==> config.mk <==
export PLATFORM = sky130hd
export DESIGN_NAME = add_pipe_flat
export DESIGN_NICKNAME = d
export VERILOG_FILES = /design/src/rtl/add_pipe_if.sv /design/src/rtl/add_pipe.sv /design/src/flat_wrapper.sv
export SDC_FILE = /design/constraint.sdc
export NUM_CORES = 1
export LEC_CHECK = 0
export BUFFER_PORTS_ARGS = -buffer_cell sky130_fd_sc_hd__buf_2
export CORE_UTILIZATION = 55
export DETAILED_ROUTE_END_ITERATION = 12
export GPL_TIMING_DRIVEN = 0
export PLACE_DENSITY_LB_ADDON = 0.1
export SLEW_MARGIN = 40
export SYNTH_ARGS = -nofsm -noshare
export SYNTH_HDL_FRONTEND = slang
export SYNTH_SLANG_ARGS = --single-unit
export TNS_END_PERCENT = 100
==> constraint.sdc <==
create_clock -name clk -period 2.2 [get_ports clk]
set_clock_uncertainty 0.2 [all_clocks]
set_input_delay 0.33 -clock clk [delete_from_list [all_inputs] [get_ports clk]]
set_output_delay 0.33 -clock clk [all_outputs]
set_load 0.005 [all_outputs]
==> src/rtl/add_pipe_if.sv <==
// Valid/ready operand and result streams of the pipelined adder.
// The producer/consumer side uses the master modport; the adder uses slave.
interface add_pipe_if #(
    parameter int WIDTH = 8
);
    logic             in_valid;
    logic             in_ready;
    logic [WIDTH-1:0] a;
    logic [WIDTH-1:0] b;
    logic [1:0]       mode;
    logic             out_valid;
    logic             out_ready;
    logic [WIDTH-1:0] y;
    logic             ovf;

    modport master (
        output in_valid, a, b, mode, out_ready,
        input  in_ready, out_valid, y, ovf
    );

    modport slave (
        input  in_valid, a, b, mode, out_ready,
        output in_ready, out_valid, y, ovf
    );
endinterface

==> src/rtl/add_pipe.sv <==
// Pipelined two-operand adder with valid/ready flow control, per-transaction
// overflow mode (wrap / unsigned saturate / signed saturate), overflow flag
// and a saturating count of overflowed results handed to the consumer.
// The sum is formed in front of stage 0; later stages only carry it along.
module add_pipe #(
    parameter int WIDTH  = 8,
    parameter int STAGES = 2,
    parameter int CNT_W  = 16
) (
    input  logic             clk,
    input  logic             rst_n,
    add_pipe_if.slave        bus,
    input  logic             cnt_clr,
    output logic [CNT_W-1:0] ovf_count
);

    // Returns {ovf, result} for one transaction; mode 11 behaves as wrap.
    function automatic logic [WIDTH:0] add_ovf(
        input logic [WIDTH-1:0] a,
        input logic [WIDTH-1:0] b,
        input logic [1:0]       mode
    );
        logic        [WIDTH:0]   sum_u;
        logic signed [WIDTH:0]   sum_s;
        logic        [WIDTH-1:0] res;
        logic                    o;
        sum_u = {1'b0, a} + {1'b0, b};
        sum_s = $signed({a[WIDTH-1], a}) + $signed({b[WIDTH-1], b});
        res   = sum_u[WIDTH-1:0];
        o     = sum_u[WIDTH];
        case (mode)
            2'b01: begin
                if (sum_u[WIDTH]) res = '1;
            end
            2'b10: begin
                // Sign-extended sum whose top two bits disagree left the range.
                o   = sum_s[WIDTH] ^ sum_s[WIDTH-1];
                res = sum_s[WIDTH-1:0];
                if (o) res = sum_s[WIDTH] ? {1'b1, {(WIDTH-1){1'b0}}}
                                          : {1'b0, {(WIDTH-1){1'b1}}};
            end
            default: ;
        endcase
        return {o, res};
    endfunction

    logic [STAGES-1:0] vld_p;
    logic [STAGES-1:0] ovf_p;
    logic [WIDTH-1:0]  y_p [STAGES];
    logic [STAGES-1:0] adv;
    logic              hold_q;
    logic              in_ready_c;
    logic              accept;
    logic [WIDTH:0]    res_in;
    logic              fire;

    // Advance chain: a stage moves when it is empty or everything downstream moves.
    always_comb begin
        logic chain;
        adv   = '0;
        chain = !vld_p[STAGES-1] || bus.out_ready;
        adv[STAGES-1] = chain;
        for (int k = STAGES - 2; k >= 0; k--) begin
            chain  = !vld_p[k] || chain;
            adv[k] = chain;
        end
    end

    assign in_ready_c    = adv[0] && !hold_q;
    assign accept        = bus.in_valid && in_ready_c;
    assign res_in        = add_ovf(bus.a, bus.b, bus.mode);
    assign bus.in_ready  = in_ready_c;
    assign bus.out_valid = vld_p[STAGES-1];
    assign bus.y         = y_p[STAGES-1];
    assign bus.ovf       = ovf_p[STAGES-1];
    assign fire          = vld_p[STAGES-1] && bus.out_ready && ovf_p[STAGES-1];

    // Keeps in_ready low for the first edge after reset release.
    always_ff @(posedge clk or negedge rst_n) begin
        if (!rst_n) hold_q <= 1'b1;
        else        hold_q <= 1'b0;
    end

    // Stage 0 captures the computed result; later stages shift it downstream.
    always_ff @(posedge clk or negedge rst_n) begin
        if (!rst_n) begin
            vld_p <= '0;
            ovf_p <= '0;
            for (int k = 0; k < STAGES; k++) y_p[k] <= '0;
        end else begin
            // stage 0: arithmetic result enters the pipe
            if (adv[0]) begin
                vld_p[0] <= accept;
                if (accept) begin
                    ovf_p[0] <= res_in[WIDTH];
                    y_p[0]   <= res_in[WIDTH-1:0];
                end
            end
            // stages 1..STAGES-1: delay only
            for (int k = 1; k < STAGES; k++) begin
                if (adv[k]) begin
                    vld_p[k] <= vld_p[k-1];
                    if (vld_p[k-1]) begin
                        ovf_p[k] <= ovf_p[k-1];
                        y_p[k]   <= y_p[k-1];
                    end
                end
            end
        end
    end

    // Counts delivered overflowed results; a clear coinciding with one keeps it.
    always_ff @(posedge clk or negedge rst_n) begin
        if (!rst_n) begin
            ovf_count <= '0;
        end else if (cnt_clr) begin
            ovf_count <= fire ? CNT_W'(1) : '0;
        end else if (fire && (ovf_count != '1)) begin
            ovf_count <= ovf_count + CNT_W'(1);
        end
    end

endmodule

==> src/flat_wrapper.sv <==
// flat-port wrapper written by rule: the top's interface ports become plain ports
module add_pipe_flat 
#(
    parameter int WIDTH  = 8,
    parameter int STAGES = 2,
    parameter int CNT_W  = 16
)
  (clk, rst_n, cnt_clr, ovf_count, bus_in_valid, bus_a, bus_b, bus_mode, bus_out_ready, bus_in_ready, bus_out_valid, bus_y, bus_ovf);
  add_pipe_if #(.WIDTH(WIDTH)) bus_i ();
  input  logic clk;
  input  logic rst_n;
  input  logic cnt_clr;
  output logic [CNT_W-1:0] ovf_count;
  input wire logic [$bits(bus_i.in_valid)-1:0] bus_in_valid;
  input wire logic [$bits(bus_i.a)-1:0] bus_a;
  input wire logic [$bits(bus_i.b)-1:0] bus_b;
  input wire logic [$bits(bus_i.mode)-1:0] bus_mode;
  input wire logic [$bits(bus_i.out_ready)-1:0] bus_out_ready;
  output wire logic [$bits(bus_i.in_ready)-1:0] bus_in_ready;
  output wire logic [$bits(bus_i.out_valid)-1:0] bus_out_valid;
  output wire logic [$bits(bus_i.y)-1:0] bus_y;
  output wire logic [$bits(bus_i.ovf)-1:0] bus_ovf;
  assign bus_i.in_valid = bus_in_valid;
  assign bus_i.a = bus_a;
  assign bus_i.b = bus_b;
  assign bus_i.mode = bus_mode;
  assign bus_i.out_ready = bus_out_ready;
  assign bus_in_ready = bus_i.in_ready;
  assign bus_out_valid = bus_i.out_valid;
  assign bus_y = bus_i.y;
  assign bus_ovf = bus_i.ovf;
  add_pipe #(.WIDTH(WIDTH), .STAGES(STAGES), .CNT_W(CNT_W)) u_core (.clk(clk), .rst_n(rst_n), .bus(bus_i), .cnt_clr(cnt_clr), .ovf_count(ovf_count));
endmodule
==> results of run 1 <==
[state kept, by name, summed over array words and instances (netlist names)]
register          flops
u_core.y_p            8
u_core.vld_p          2
u_core.ovf_count     16
u_core.hold_q         1
u_core.ovf_p          2
u_core.bus.y          8
[cell usage in the layout (no fill, tap or decap), types with 3 or more instances in the layout]
cell type / count
a21oi_1: 12
nand2b_1: 4
clkbuf_1: 6
a22oi_1: 3
o31ai_1: 6
clkbuf_8: 5
buf_6: 3
a21o_1: 6
mux2_2: 9
inv_1: 7
xor2_1: 12
nand2_1: 24
ha_4: 3
and3_1: 3
xnor2_1: 6
nor2_1: 23
or3_1: 3
nand4_1: 3
a211oi_1: 3
o21ai_0: 11
dfrtp_1: 35
ha_1: 6
buf_4: 16
buf_2: 48
nand3_1: 15
[timing repair]
action	CTS	global route
resized for setup	0	20
setup endpoints to repair	1	11
cloned	0	0
pin swaps	1	8
hold endpoints to repair	36	0
setup buffers	2	4
hold buffers	1	0
[cells by family after synthesis]
group	Yosys count	synth area share
AOI/OAI and AO/OA	71	0.210
xor gates and xnor gates	18	0.0638
adders and majority gates	12	0.0638
buffers and inverters	28	0.0648
DFF	37	0.375
muxes	10	0.0451
other	1	0.00152
and+or+nand+nor	90	0.176
[power groups by stage]
stage                     logic, mW  clock network [mW]  registers [mW]
after CTS                     0.651               0.451           0.868
final                         0.668               0.434           0.866
after floorplan               0.462                   0           0.862
after global placement        0.626                   0           0.876
after global routing          0.740               0.474           0.884
after detailed placement      0.641                   0           0.881
[worst max-delay path by stage]
stage | cells past startpoint | from | slack (ns) | end
3_5_place_dp | 9 | bus_b[0] | -0.34 | u_core.y_p[14]$_DFFE_PN0P_
4_1_cts | 7 | u_core.ovf_count[3]$_DFFE_PN0P_ | 0.004 | u_core.ovf_count[12]$_DFFE_PN0P_
5_1_grt | 7 | u_core.ovf_count[4]$_DFFE_PN0P_ | -0.006 | u_core.ovf_count[14]$_DFFE_PN0P_
3_3_place_gp | 9 | bus_b[0] | -0.33 | u_core.y_p[14]$_DFFE_PN0P_
2_1_floorplan | 8 | bus_b[2] | 0.005 | u_core.y_p[8]$_DFFE_PN0P_
6_report | 10 | bus_b[6] | 0.08 | u_core.y_p[9]$_DFFE_PN0P_
[worst max-delay path, delay by kind of cell]
family | cells | cell delay (ns)
AOI/OAI and AO/OA | 5 | 0.88
adders and majority gates | 1 | 0.23
buffers and inverters | 3 | 0.39
and+or+nand+nor | 1 | 0.25
[layer usage]
metal  global-route usage  vias up
li1                     -     1082
met4               0.0522        0
met5                    0        -
met2                0.381       41
met1                0.259      998
met3               0.0278        2
[stage by stage]
step / std cells / total power, mW
after floorplan: 267 / 1.32
after global placement: 367 / 1.50
after detailed placement: 367 / 1.52
after CTS: 378 / 1.97
after global routing: 382 / 2.10
final: 382 / 1.97
[layout make-up]
class,instances,share of cell area
multi-input combinational,202,0.491
buffer,21,0.0451
sequential,37,0.307
tap,52,0.0215
clock inverter,2,0.00331
clock buffer,6,0.0240
timing repair buffer,55,0.0994
inverter,7,0.00870
==> impl_metrics.ini, run 1 <==
[setup_path]
crit_slowest_cell = or2_1
path_cells = buf_2, ha_4, buf_6, a21o_1, a31o_1, or2_1, buf_6, a21o_1, a221oi_2, o31ai_1
r2r-start = u_core.ovf_count[3]$_DFFE_PN0P_
cp-end-kind = flip-flop
regToRegSetupSlack_ns = 0.09
worstPathRequired_ns = 2.15
r2r_end = u_core.ovf_count[14]$_DFFE_PN0P_
path_class = input port to flip-flop
cp-start-kind = input port
cpPeakStageDelay_ns = 0.25
r2r.worst_path.cells = 7
crit_fanout = 10
arrival_ns = 2.07

[sta]
timing.slew.headroom = 0.653
setup_slack_ns = 0.0801
timing.fmax_mhz = 472
hold_ws_ns = 0.166
finalMaxSlewViolations = 0
setup_viol = 0
min_period_ns = 2.12
min_period_over_period = 0.964
tightest_slew_ns = 0.521
hold_violations = 0
tns_ns = 0

[logic_synthesis]
syn_inst = 267
syn_area_mm2 = 0.00247
synth.most_common_cell = dfrtp_1
ys_seq_area_frac = 0.375
async_reset_ff_frac = 1.00
yosys_warnings = 0
syn_avg_cell_area_um2 = 9.26
ys_top_cells_by_area = dfrtp_1 36%, ha_1 5.6%, xor2_1 4.3%
ys_types = 53
ys_ff_latch = 37
synth_edf_count = 0
synth_top_area_cell = dfrtp_1
yosys-top-cells-count = 36 x dfrtp_1, 24 x nand2_1, 24 x nor2_1, 16 x nand3_1
synth_top_area_frac = 0.365
synth_ff_type = dfrtp_1
syn-num-nets = 302

[drt]
wl_met3_um = 119
drc = 0
totalWireLength_mm = 4.98
vias = 2123
antenna_left = 0
vias_per_cell = 5.56
top_layer_used = met4
first_iter_violations = 101
routedWlPerCell_um = 13.0
wl_met2_mm = 2.65
firstDrtPassIters = 4
wl_met1_mm = 2.18

[power]
p_per_area_mw_per_mm2 = 651
leakage_nw = 1.41
seq_power_share = 0.440
p_int_mw = 1.37
combPwrFrac = 0.339
net-switching-power_uw = 596
sw_frac_of_total = 0.303
ir_worst_vdd_mv = 0.305
pwr-share-clk = 0.221

[cts]
clk_path_buf_depth = 2
cts_buffers = 5
cts_tree = done
clk_latency_ns = 0.27
cts_root_buf = clkbuf_8
clock-sinks = 37
cts.clk_slew.worst_paths_ns = 0.07
htree_levels = 2

[min_path]
min_path_cells = 3
worstHoldEndpoint = u_core.vld_p[1]$_DFFE_PN0P_
hold_class = input port to flip-flop
hold_start = bus_out_ready

[cells_and_area]
final_cell_area_mm2 = 0.00302
fin_nets = 364
synthToLayoutAreaGrowth_pct = 22.3
multiInputGateArea_mm2 = 0.00148
register_area_um2 = 928
drive_gt1_frac = 0.330
fillers = 356
n_antenna_cell = 0
utilization = 0.699

[floorplan]
fp.dieH_um = 69.0
die_x_um = 69.0
core.rowCount = 24
initial_core_util = 0.571
die_area_mm2 = 0.00477
core_area_mm2 = 0.00432
io_pins = 50

[place]
dpl_cell_area_mm2 = 0.00283
dpl.hpwl_mm = 3.77
preCtsSetupSlack_ns = -0.337
io_buffers = 48
gp_congestion = 0.796

[global_routing]
grt_start_max_net_pins = 38
grt_pass1_wl_mm = 8.27
overflow = 0
grt_pass1_vias = 1911
antenna_found_initial = 0
grt_util_all_layers = 0.209

[job]
cap_viol_max_count = 0

[run_status]
outcome = complete, no violations
(Power assumes the default switching activity.)
==> run 2: changes to the inputs <==
--- a/config.mk
+++ b/config.mk
@@ -6,7 +6,9 @@
 export NUM_CORES = 1
 export LEC_CHECK = 0
 export BUFFER_PORTS_ARGS = -buffer_cell sky130_fd_sc_hd__buf_2
-export CORE_UTILIZATION = 55
+export CELL_PAD_IN_SITES_DETAIL_PLACEMENT = 1
+export CELL_PAD_IN_SITES_GLOBAL_PLACEMENT = 2
+export CORE_UTILIZATION = 33
 export DETAILED_ROUTE_END_ITERATION = 12
 export GPL_TIMING_DRIVEN = 0
 export PLACE_DENSITY_LB_ADDON = 0.1
==> run 2 against run 1 <==
  * Count of clock-buffer cells in the layout up 2
  * Via count up 3.9%
  * Power up 3.4%
  * Register-to-register slack about the same
  * Critical path depth down 1
  * Die area up 64%
  * Combinational power up 3.3%
  * Cell count up 13%
  * Wire length up 20%
  * Sequential share of layout area down 0.87 points
==> impl_metrics.ini, run 2 (synthesis results as in run 1) <==
[setup_path]
path_class = input port to flip-flop
arrival_ns = 2.07
cpPeakStageDelay_ns = 0.28
crit_fanout = 5
cp-start-kind = input port
cp-end-kind = flip-flop
worst-path-buf-inv = 2
worst-path-stages = 9
crit_slowest_cell = a211o_1
r2r.worst_path.cells = 7
worstPathRequired_ns = 2.16
path_cells = buf_4, ha_4, a211o_1, and3b_2, or2_4, buf_6, a21o_1, a221oi_2, o31ai_1
crit_family = compound AO/OA/AOI/OAI gates

[power]
p_per_area_mw_per_mm2 = 654
ir_worst_vdd_mv = 0.245
leakage_nw = 1.42

[global_routing]
antenna_found_initial = 0
grt_util_all_layers = 0.161
grt_start_max_net_pins = 38
overflow = 0
grt_pass1_wl_mm = 9.75
grt_pass1_vias = 2099

[drt]
vias_per_cell = 5.13
first_iter_violations = 36
drc = 0
antenna_left = 0
firstDrtPassIters = 4
routedWlPerCell_um = 13.9
vias = 2205
totalWireLength_mm = 5.99

[sta]
min_period_over_period = 0.960
rsz0062_at_grt = false
setup_viol = 0
timing.fmax_mhz = 473
finalMaxSlewViolations = 0
min_period_ns = 2.11
hold_violations = 0
hold_ws_ns = 0.160

[cells_and_area]
final_cell_mix = 47 x buf_2, 34 x dfrtp_1, 24 x nand2_1
drive_gt1_frac = 0.344
largest-register = u_core.ovf_count
synthToLayoutAreaGrowth_pct = 26.0
n_antenna_cell = 0
final_common_cell = buf_2
fillers = 884
layout.cells.non_filler = 430
largest_register_ff_count = 16
fin_nets = 365

[min_path]
hold_class = input port to flip-flop
min_path_cells = 4

[cts]
clock-sinks = 37
htree_levels = 2
clk_latency_ns = 0.28
clk_path_buf_depth = 2
cts_tree = done
cts_buffers = 5
cts_root_buf = clkbuf_8
cts.clk_slew.worst_paths_ns = 0.07

[floorplan]
die_x_um = 88.5
die_area_mm2 = 0.00784
core_area_mm2 = 0.00725
io_pins = 50
initial_core_util = 0.341
fp.dieH_um = 88.5
core.rowCount = 31

[run_status]
outcome = complete, no violations

[place]
dp.cells = 414
gp_congestion = 0.779
io_buffers = 48
dpl.hpwl_mm = 4.63

[job]
cap_viol_max_count = 0
-- run 2: metrics by stage --
step,cell area [µm²],utilization,setup WS [ns],total power [mW],setup TNS [ns]
CTS,3010,0.415,0.0185,2.04,0
floorplan,2520,-,0.00525,1.32,0
detailed placement,2890,0.398,-0.372,1.55,-2.44
finish,3110,0.429,0.0877,2.04,0
global placement,2890,0.398,-0.398,1.53,-2.44
global route,3110,0.429,0.00389,2.19,0
-- run 2: worst register-to-register path, cell delays in order, from the launching register on --
cell	delay [ns]
dfrtp_2	0.44
and4_4	0.22
and4_4	0.19
buf_6	0.13
a211oi_4	0.27
nand2_2	0.12
or3_1	0.31
a21oi_1	0.15
-- run 2: what timing repair did --
item / in CTS / in global routing
setup endpoints to repair: 4 / 11
setup buffers: 2 / 5
hold buffers: 1 / 0
pin swaps: 2 / 7
gates cloned: 0 / 1
resized for setup: 2 / 25
hold endpoints to repair: 36 / 0
-- run 2: worst paths after layout --
check,from,endpoint,slack [ns]
max reg2reg,u_core.ovf_count[3]$_DFFE_PN0P_,u_core.ovf_count[14]$_DFFE_PN0P_,0.10
min reg2reg,u_core.y_p[15]$_DFFE_PN0P_,u_core.y_p[15]$_DFFE_PN0P_,0.28
max,bus_b[1],u_core.y_p[8]$_DFFE_PN0P_,0.09
min,bus_out_ready,u_core.vld_p[0]$_DFFE_PN0N_,0.16
min in group asynchronous,rst_n,u_core.ovf_count[6]$_DFFE_PN0P_,0.35
max in group asynchronous,rst_n,u_core.hold_q$_DFF_PN1_,1.10
-- run 2: where the power goes --
group,internal [mW],switching (mW),total (mW)
logic,0.363,0.327,0.690
registers,0.798,0.0730,0.871
clock network,0.255,0.219,0.475
-- run 2: layer usage --
| layer | wire (µm) | up-vias | share of wire | global-route usage |
|---|---|---|---|---|
| li1 | - | 1077 | - | - |
| met5 | 0 | - | 0 | 0 |
| met2 | 3120 | 46 | 0.52 | 0.292 |
| met4 | 122 | 0 | 0.020 | 0.0645 |
| met1 | 2600 | 1074 | 0.43 | 0.192 |
| met3 | 152 | 8 | 0.025 | 0.0196 |
-- run 2: layout make-up --
type / count / area [µm²] / area share
buffer: 20 / 129 / 0.0414
clock buffer: 8 / 90.1 / 0.0289
inverter: 7 / 26.3 / 0.00844
multi-input combinational: 202 / 1500 / 0.481
sequential: 37 / 930 / 0.299
tap: 99 / 124 / 0.0398
timing repair buffer: 57 / 319 / 0.102
